**src/rtl/cpu_pkg.sv**
```systemverilog
`default_nettype none
//------------------------------------------------------------------------------
// Module   : cpu_pkg
// Brief    : Shared CPU constants and the fetch-queue entry type.
// Revision : 1.0 - initial release
//------------------------------------------------------------------------------
package cpu_pkg;

    localparam int PC_W    = 16;
    localparam int INSTR_W = 16;

    // ADD R0,R0,R0
    localparam logic [INSTR_W-1:0] NOP_INSTR = 16'h0000;

    typedef struct packed {
        logic [INSTR_W-1:0] instr;
        logic [PC_W-1:0]    pc;
    } fetch_entry_t;

endpackage
`default_nettype wire

```
**src/rtl/if_prefetch_if.sv**
```systemverilog
`default_nettype none
//------------------------------------------------------------------------------
// Module   : if_prefetch_if
// Brief    : Instruction-memory bus plus decode-side signals of the fetch stage.
// Revision : 1.0 - initial release
//------------------------------------------------------------------------------
interface if_prefetch_if;
    import cpu_pkg::*;

    logic                imem_re;
    logic [PC_W-1:0]     imem_addr;
    logic                imem_rdy;
    logic [INSTR_W-1:0]  imem_rdata;
    logic                alt_pc_ctrl;
    logic [PC_W-1:0]     alt_pc;
    logic                stall;
    logic                hlt;
    logic [INSTR_W-1:0]  instr;
    logic [PC_W-1:0]     pc;
    logic                instr_vld;

    modport master (
        output imem_re, imem_addr, instr, pc, instr_vld,
        input  imem_rdy, imem_rdata, alt_pc_ctrl, alt_pc, stall, hlt
    );

    modport slave (
        input  imem_re, imem_addr, instr, pc, instr_vld,
        output imem_rdy, imem_rdata, alt_pc_ctrl, alt_pc, stall, hlt
    );

endinterface
`default_nettype wire

```
**src/rtl/pf_fifo.sv**
```systemverilog
`default_nettype none
//------------------------------------------------------------------------------
// Module   : pf_fifo
// Brief    : QDEPTH-entry synchronous FIFO of {instr, pc} with flush.
// Revision : 1.0 - initial release
//------------------------------------------------------------------------------
module pf_fifo
    import cpu_pkg::*;
#(
    parameter int QDEPTH = 2,
    parameter int CNT_W  = $clog2(QDEPTH) + 1
) (
    input  wire logic         clk,
    input  wire logic         rst_n,
    input  wire logic         flush,
    input  wire logic         push,
    input  wire fetch_entry_t push_data,
    input  wire logic         pop,
    output fetch_entry_t      head,
    output logic [CNT_W-1:0]  count
);

    localparam int PTR_W = $clog2(QDEPTH);

    fetch_entry_t      r_mem [QDEPTH];
    logic [PTR_W-1:0]  r_wr_ptr;
    logic [PTR_W-1:0]  r_rd_ptr;
    logic [CNT_W-1:0]  r_count;

    logic w_full;
    logic w_do_pop;
    logic w_do_push;

    assign w_full    = (r_count == CNT_W'(QDEPTH));
    assign w_do_pop  = pop & (r_count != '0);
    // A push into a full queue is accepted only when the head leaves this cycle.
    assign w_do_push = push & (~w_full | w_do_pop);

    always_ff @(posedge clk) begin
        if (!rst_n) begin
            r_wr_ptr <= '0;
            r_rd_ptr <= '0;
            r_count  <= '0;
        end else if (flush) begin
            r_wr_ptr <= '0;
            r_rd_ptr <= '0;
            r_count  <= '0;
        end else begin
            if (w_do_push) r_wr_ptr <= r_wr_ptr + PTR_W'(1);
            if (w_do_pop)  r_rd_ptr <= r_rd_ptr + PTR_W'(1);
            r_count <= r_count + CNT_W'(w_do_push) - CNT_W'(w_do_pop);
        end
    end

    always_ff @(posedge clk) begin
        if (w_do_push && !flush) r_mem[r_wr_ptr] <= push_data;
    end

    assign head  = r_mem[r_rd_ptr];
    assign count = r_count;

endmodule
`default_nettype wire

```
**src/rtl/if_prefetch.sv**
```systemverilog
`default_nettype none
//------------------------------------------------------------------------------
// Module   : if_prefetch
// Brief    : Instruction-fetch stage: fetch PC, memory requests, prefetch
//            queue and the IF/ID output register.
// Revision : 1.0 - initial release
//------------------------------------------------------------------------------
module if_prefetch
    import cpu_pkg::*;
#(
    parameter int              QDEPTH   = 2,
    parameter logic [PC_W-1:0] RESET_PC = 16'h0000
) (
    input  wire logic     clk,
    input  wire logic     rst_n,
    if_prefetch_if.master bus
);

    localparam int CNT_W = $clog2(QDEPTH) + 1;

    logic [PC_W-1:0]    r_fetch_pc;
    logic               r_halted;
    logic [INSTR_W-1:0] r_instr;
    logic [PC_W-1:0]    r_pc;
    logic               r_instr_vld;

    logic               w_halt;
    logic               w_redirect;
    logic               w_re;
    logic               w_resp;
    logic               w_adv;
    logic               w_q_empty;
    logic               w_push;
    logic               w_pop;
    logic               w_flush;
    logic [PC_W-1:0]    w_next_pc;
    logic [CNT_W-1:0]   w_count;
    fetch_entry_t       w_head;
    fetch_entry_t       w_resp_entry;

    assign w_halt     = r_halted | bus.hlt;
    assign w_redirect = bus.alt_pc_ctrl & ~r_halted;
    assign w_re       = rst_n & ~w_halt & (w_count < CNT_W'(QDEPTH));
    // A response landing in a redirect cycle belongs to the abandoned path.
    assign w_resp     = w_re & bus.imem_rdy & ~w_redirect;
    assign w_adv      = ~bus.stall | ~r_instr_vld;
    assign w_q_empty  = (w_count == '0);
    assign w_next_pc  = r_fetch_pc + PC_W'(1);

    assign w_push  = w_resp & ~(w_adv & w_q_empty);
    assign w_pop   = w_adv & ~w_q_empty & ~w_redirect & ~w_halt;
    assign w_flush = w_redirect | w_halt;

    assign w_resp_entry.instr = bus.imem_rdata;
    assign w_resp_entry.pc    = w_next_pc;

    pf_fifo #(
        .QDEPTH (QDEPTH),
        .CNT_W  (CNT_W)
    ) u_fifo (
        .clk       (clk),
        .rst_n     (rst_n),
        .flush     (w_flush),
        .push      (w_push),
        .push_data (w_resp_entry),
        .pop       (w_pop),
        .head      (w_head),
        .count     (w_count)
    );

    always_ff @(posedge clk) begin
        if (!rst_n) begin
            r_fetch_pc <= RESET_PC;
            r_halted   <= 1'b0;
        end else begin
            if (bus.hlt) r_halted <= 1'b1;
            if (w_redirect)  r_fetch_pc <= bus.alt_pc;
            else if (w_resp) r_fetch_pc <= w_next_pc;
        end
    end

    always_ff @(posedge clk) begin
        if (!rst_n) begin
            r_instr     <= NOP_INSTR;
            r_pc        <= '0;
            r_instr_vld <= 1'b0;
        end else if (w_redirect) begin
            r_instr     <= NOP_INSTR;
            r_instr_vld <= 1'b0;
        end else if (w_adv) begin
            if (w_halt) begin
                r_instr     <= NOP_INSTR;
                r_instr_vld <= 1'b0;
            end else if (!w_q_empty) begin
                r_instr     <= w_head.instr;
                r_pc        <= w_head.pc;
                r_instr_vld <= 1'b1;
            end else if (w_resp) begin
                r_instr     <= bus.imem_rdata;
                r_pc        <= w_next_pc;
                r_instr_vld <= 1'b1;
            end else begin
                r_instr     <= NOP_INSTR;
                r_instr_vld <= 1'b0;
            end
        end
    end

    assign bus.imem_re   = w_re;
    assign bus.imem_addr = r_fetch_pc;
    assign bus.instr     = r_instr;
    assign bus.pc        = r_pc;
    assign bus.instr_vld = r_instr_vld;

endmodule
`default_nettype wire
```
**src/flat_wrapper.sv**
```systemverilog
// flat-port wrapper written by rule: the top's interface ports become plain ports
module if_prefetch_flat import cpu_pkg::*;
#(
    parameter int              QDEPTH   = 2,
    parameter logic [PC_W-1:0] RESET_PC = 16'h0000
)
  (clk, rst_n, bus_imem_re, bus_imem_addr, bus_instr, bus_pc, bus_instr_vld, bus_imem_rdy, bus_imem_rdata, bus_alt_pc_ctrl, bus_alt_pc, bus_stall, bus_hlt);
  if_prefetch_if bus_i ();
  input  wire logic clk;
  input  wire logic rst_n;
  output wire logic [$bits(bus_i.imem_re)-1:0] bus_imem_re;
  output wire logic [$bits(bus_i.imem_addr)-1:0] bus_imem_addr;
  output wire logic [$bits(bus_i.instr)-1:0] bus_instr;
  output wire logic [$bits(bus_i.pc)-1:0] bus_pc;
  output wire logic [$bits(bus_i.instr_vld)-1:0] bus_instr_vld;
  input wire logic [$bits(bus_i.imem_rdy)-1:0] bus_imem_rdy;
  input wire logic [$bits(bus_i.imem_rdata)-1:0] bus_imem_rdata;
  input wire logic [$bits(bus_i.alt_pc_ctrl)-1:0] bus_alt_pc_ctrl;
  input wire logic [$bits(bus_i.alt_pc)-1:0] bus_alt_pc;
  input wire logic [$bits(bus_i.stall)-1:0] bus_stall;
  input wire logic [$bits(bus_i.hlt)-1:0] bus_hlt;
  assign bus_imem_re = bus_i.imem_re;
  assign bus_imem_addr = bus_i.imem_addr;
  assign bus_instr = bus_i.instr;
  assign bus_pc = bus_i.pc;
  assign bus_instr_vld = bus_i.instr_vld;
  assign bus_i.imem_rdy = bus_imem_rdy;
  assign bus_i.imem_rdata = bus_imem_rdata;
  assign bus_i.alt_pc_ctrl = bus_alt_pc_ctrl;
  assign bus_i.alt_pc = bus_alt_pc;
  assign bus_i.stall = bus_stall;
  assign bus_i.hlt = bus_hlt;
  if_prefetch #(.QDEPTH(QDEPTH), .RESET_PC(RESET_PC)) u_core (.clk(clk), .rst_n(rst_n), .bus(bus_i));
endmodule
```
**config.mk**
```make
export PLATFORM = sky130hd
export DESIGN_NAME = if_prefetch_flat
export DESIGN_NICKNAME = d
export VERILOG_FILES = /design/src/rtl/cpu_pkg.sv /design/src/rtl/if_prefetch_if.sv /design/src/rtl/pf_fifo.sv /design/src/rtl/if_prefetch.sv /design/src/flat_wrapper.sv
export SDC_FILE = /design/constraint.sdc
export NUM_CORES = 1
export LEC_CHECK = 0
export CORE_ASPECT_RATIO = 2
export CORE_MARGIN = 3
export CORE_UTILIZATION = 30
export CTS_CLUSTER_DIAMETER = 80
export CTS_CLUSTER_SIZE = 12
export DETAILED_ROUTE_END_ITERATION = 8
export PLACE_DENSITY_LB_ADDON = 0.2
export SYNTH_ARGS = -nofsm -noshare
export SYNTH_HDL_FRONTEND = slang
export SYNTH_SLANG_ARGS = --single-unit
export TNS_END_PERCENT = 20
```
**constraint.sdc**
```tcl
create_clock -name clk -period 3.5 [get_ports clk]
set_input_delay 0.875 -clock clk [delete_from_list [all_inputs] [get_ports clk]]
set_output_delay 0.875 -clock clk [all_outputs]
set_load 0.02 [all_outputs]
```
==> impl_metrics.tcl, run 1 <==
set metrics [dict create \
    yosysUniqueCellTypes 49 \
    ys.flop_type "edfxtp_1" \
    critPathMostFrequentCell "clkdlybuf4s50_1" \
    finClkSkew_ps 9.96 \
    cts_buffers 17 \
    yosysTopAreaCell "edfxtp_1" \
    synthAdderAreaFrac_pct 0.761 \
    cts_root_buf "clkbuf_16" \
    drtAntennaViolNets 0 \
    rr_worst_depth 4 \
    powerDensity_nw_per_um2 508 \
    gp_congestion 0.800 \
    grtUsageTotal_pct 13.7 \
    slowest_delay_ps 660 \
    num-fill-cells 1588 \
    cp_top_family "buffers and inverters" \
    fin_crit_ps 3180 \
    crit_type "input port to output pin" \
    ioPinCount 88 \
    numPortBuffers 87 \
    drc 0 \
    hold_viol 0 \
    rsz0062_at_grt "no" \
    crit_path_max_fanout 4 \
    fin_nets 570 \
    cts_tree "yes" \
    die_y_um 187 \
    synthSimpleGateAreaFrac_pct 12.4 \
    die_w_um 96.7 \
    clk_path_buf_depth 2 \
    grt_max_degree 42 \
    multi_input_area_um2 1790 \
    synthMuxAreaShare_pct 6.29 \
    cts-resized-gates 0 \
    crit_required_ps 2620 \
    synth_compound_area_share_pct 13.2 \
    cts_hold_buf 0 \
    drt_iter0_markers 148 \
    dp_hpwl_um 8340 \
    async_flop_share_pct 0 \
    overflow 0 \
    syn2layout_area_growth_pct 34.5 \
    initial_core_util_pct 30.9 \
    p_total_uw 3370 \
    drt_pass1_iterations 4 \
    post_cts_buffers 0 \
    cp.depth 3 \
    cts_sinks 119 \
    fin_crit_sh_pct 90.8 \
    grt_pass1_vias 3817 \
    yosys_warnings 0 \
    antenna_found_initial 0 \
    finalSetupViolCount 0 \
    start_kind "input port" \
    synth_area_leaders "edfxtp_1, dfxtp_1, mux2i_1" \
    hold_depth 2 \
    worstPathCellList "clkdlybuf4s50_1 > nor4b_1 > clkdlybuf4s50_1" \
    core-area_um2 15900 \
    ys_ff_latch 119 \
    drt_wl_total_um 12300 \
    synth_top_family_by_area "compound AO/OA/AOI/OAI gates" \
    clk_transition_reported_paths_ps 50 \
    dieArea_um2 18100 \
    cap_violations 0 \
    yosys.area.top_type_share_pct 39.0 \
    critPathCaptureType "output pin" \
    final_cell_mix "clkdlybuf4s50_1, edfxtp_1, nand2_1" \
    clk_latency_ps 400 \
    slew_headroom_pct 22.1 \
    layout.cells.most_common "clkdlybuf4s50_1" \
    syn-num-nets 482 \
    holdCritPathClass "flop to flop" \
    syn_avg_cell_area_um2 11.2 \
    htree_levels 4 \
    antennaDiodeCount 0 \
    final_max_slew_viol_count 0 \
    yosys.area_share.xor_xnor_pct 3.20 \
    arrival_ps 2300 \
    status "complete, no violations" \
    vdd_drop_max_mv 0.321 \
    place_inst 711 \
    seq_area_um2 3020 \
    fin_cells 743 \
    synth_edf_count 64 \
    drive_gt1_share_pct 8.30 \
    vias 3632 \
    path_buf_inv 2 \
    netlist_instances 441 \
    seq_area_frac_synth_pct 61.3 \
    slowest_stage "clkdlybuf4s50_1" \
    vias_per_cell 4.89 \
    worst_pin_slew_ps 1170 \
    wl_per_cell_um 16.5 \
    fmax_mhz 315 \
    syn_area_um2 4930 \
    grt_pass1_wl_um 19700 \
    fp-row-count 65 \
    p_leak_uw 0.00226 \
]
stage by stage:
step                      hold slack (ps)  cell area [µm²]  util [%]  setup slack, ps  TNS (ps)
after floorplan                       481             4930         -             -123     -7500
after global placement                432             6050      38.0              284         0
after detailed placement              442             6050      38.0              262         0
after CTS                             454             6640      41.6              294         0
after global routing                  476             6640      41.6              245         0
final                                 451             6640      41.6              322         0
report_power, final:
part	switching (µW)	internal, µW
Clock	593	1080
Combinational	89.6	95.5
Sequential	24.3	1490
cell usage after synthesis (all sizes together), types with 3 or more instances:
master,n
ha,3
o211ai,4
mux2i,31
inv,7
o21ai,39
a222oi,6
or2,3
and2,3
xnor2,10
xor2,8
nor2b,10
edfxtp,64
nand2,55
clkbuf,18
buf,9
nor2,35
a22o,9
nand4,3
a21boi,6
nor3,4
dfxtp,55
nand3,9
a21oi,25
kinds of logic (layout without fill, tap and decap cells):
| family | after synthesis | count (layout) |
|---|---|---|
| DFF | 119 | 119 |
| xor gates and xnor gates | 18 | 18 |
| buffers and inverters | 34 | 135 |
| and+or+nand+nor | 133 | 133 |
| AOI/OAI and AO/OA | 103 | 103 |
| adders and majority gates | 3 | 3 |
| muxes | 31 | 31 |
worst min-delay path: stages, from the launching register on:
cell	delay, ps
dfxtp_1	320
nand2_1	40
o21ai_0	60
flip-flops by register name (all words and copies together), names as in the netlist, named ones only:
name                    cells
u_core.bus.imem_addr       16
u_core.bus.instr           16
u_core.bus.instr_vld        1
u_core.bus.pc              16
u_core.r_halted             1
u_core.u_fifo.count         2
u_core.u_fifo.r_mem        64
u_core.u_fifo.r_rd_ptr      1
u_core.u_fifo.r_wr_ptr      1
final timing paths:
| path | end | slack [ps] | from |
|---|---|---|---|
| max | bus_imem_re | 320 | bus_hlt |
| min | u_core.bus.instr[0]$_SDFFE_PP0N_ | 450 | u_core.bus.instr[0]$_SDFFE_PP0N_ |
| max reg2reg | u_core.bus.pc[14]$_SDFFE_PN0P_ | 1220 | u_core.u_fifo.count[1]$_SDFF_PP0_ |
| min reg2reg | u_core.bus.instr[0]$_SDFFE_PP0N_ | 450 | u_core.bus.instr[0]$_SDFFE_PP0N_ |
routing by layer:
| metal | share of wire [%] | GRT usage, % |
|---|---|---|
| met5 | 0 | 0 |
| met4 | 2.0 | 6.17 |
| met3 | 3.7 | 3.36 |
| met2 | 55 | 25.3 |
| met1 | 39 | 14.4 |
layout make-up:
class	instances	area share [%]
multi-input cells	288	27.0
clock inverters	9	1.07
repair buffers	96	14.5
well taps	201	3.79
clock buffers	23	7.67
inverters	7	0.396
flip-flops and latches	119	45.6
(Power assumes the default switching activity.)
==> run 2, diff against run 1 <==
--- a/config.mk
+++ b/config.mk
@@ -12,6 +12,7 @@
 export CTS_CLUSTER_SIZE = 12
 export DETAILED_ROUTE_END_ITERATION = 8
 export PLACE_DENSITY_LB_ADDON = 0.2
+export SKIP_CTS_REPAIR_TIMING = 1
 export SYNTH_ARGS = -nofsm -noshare
 export SYNTH_HDL_FRONTEND = slang
 export SYNTH_SLANG_ARGS = --single-unit
==> results of run 2 <==
No change in the layout: final DEF, timing and power equal those of run 1.
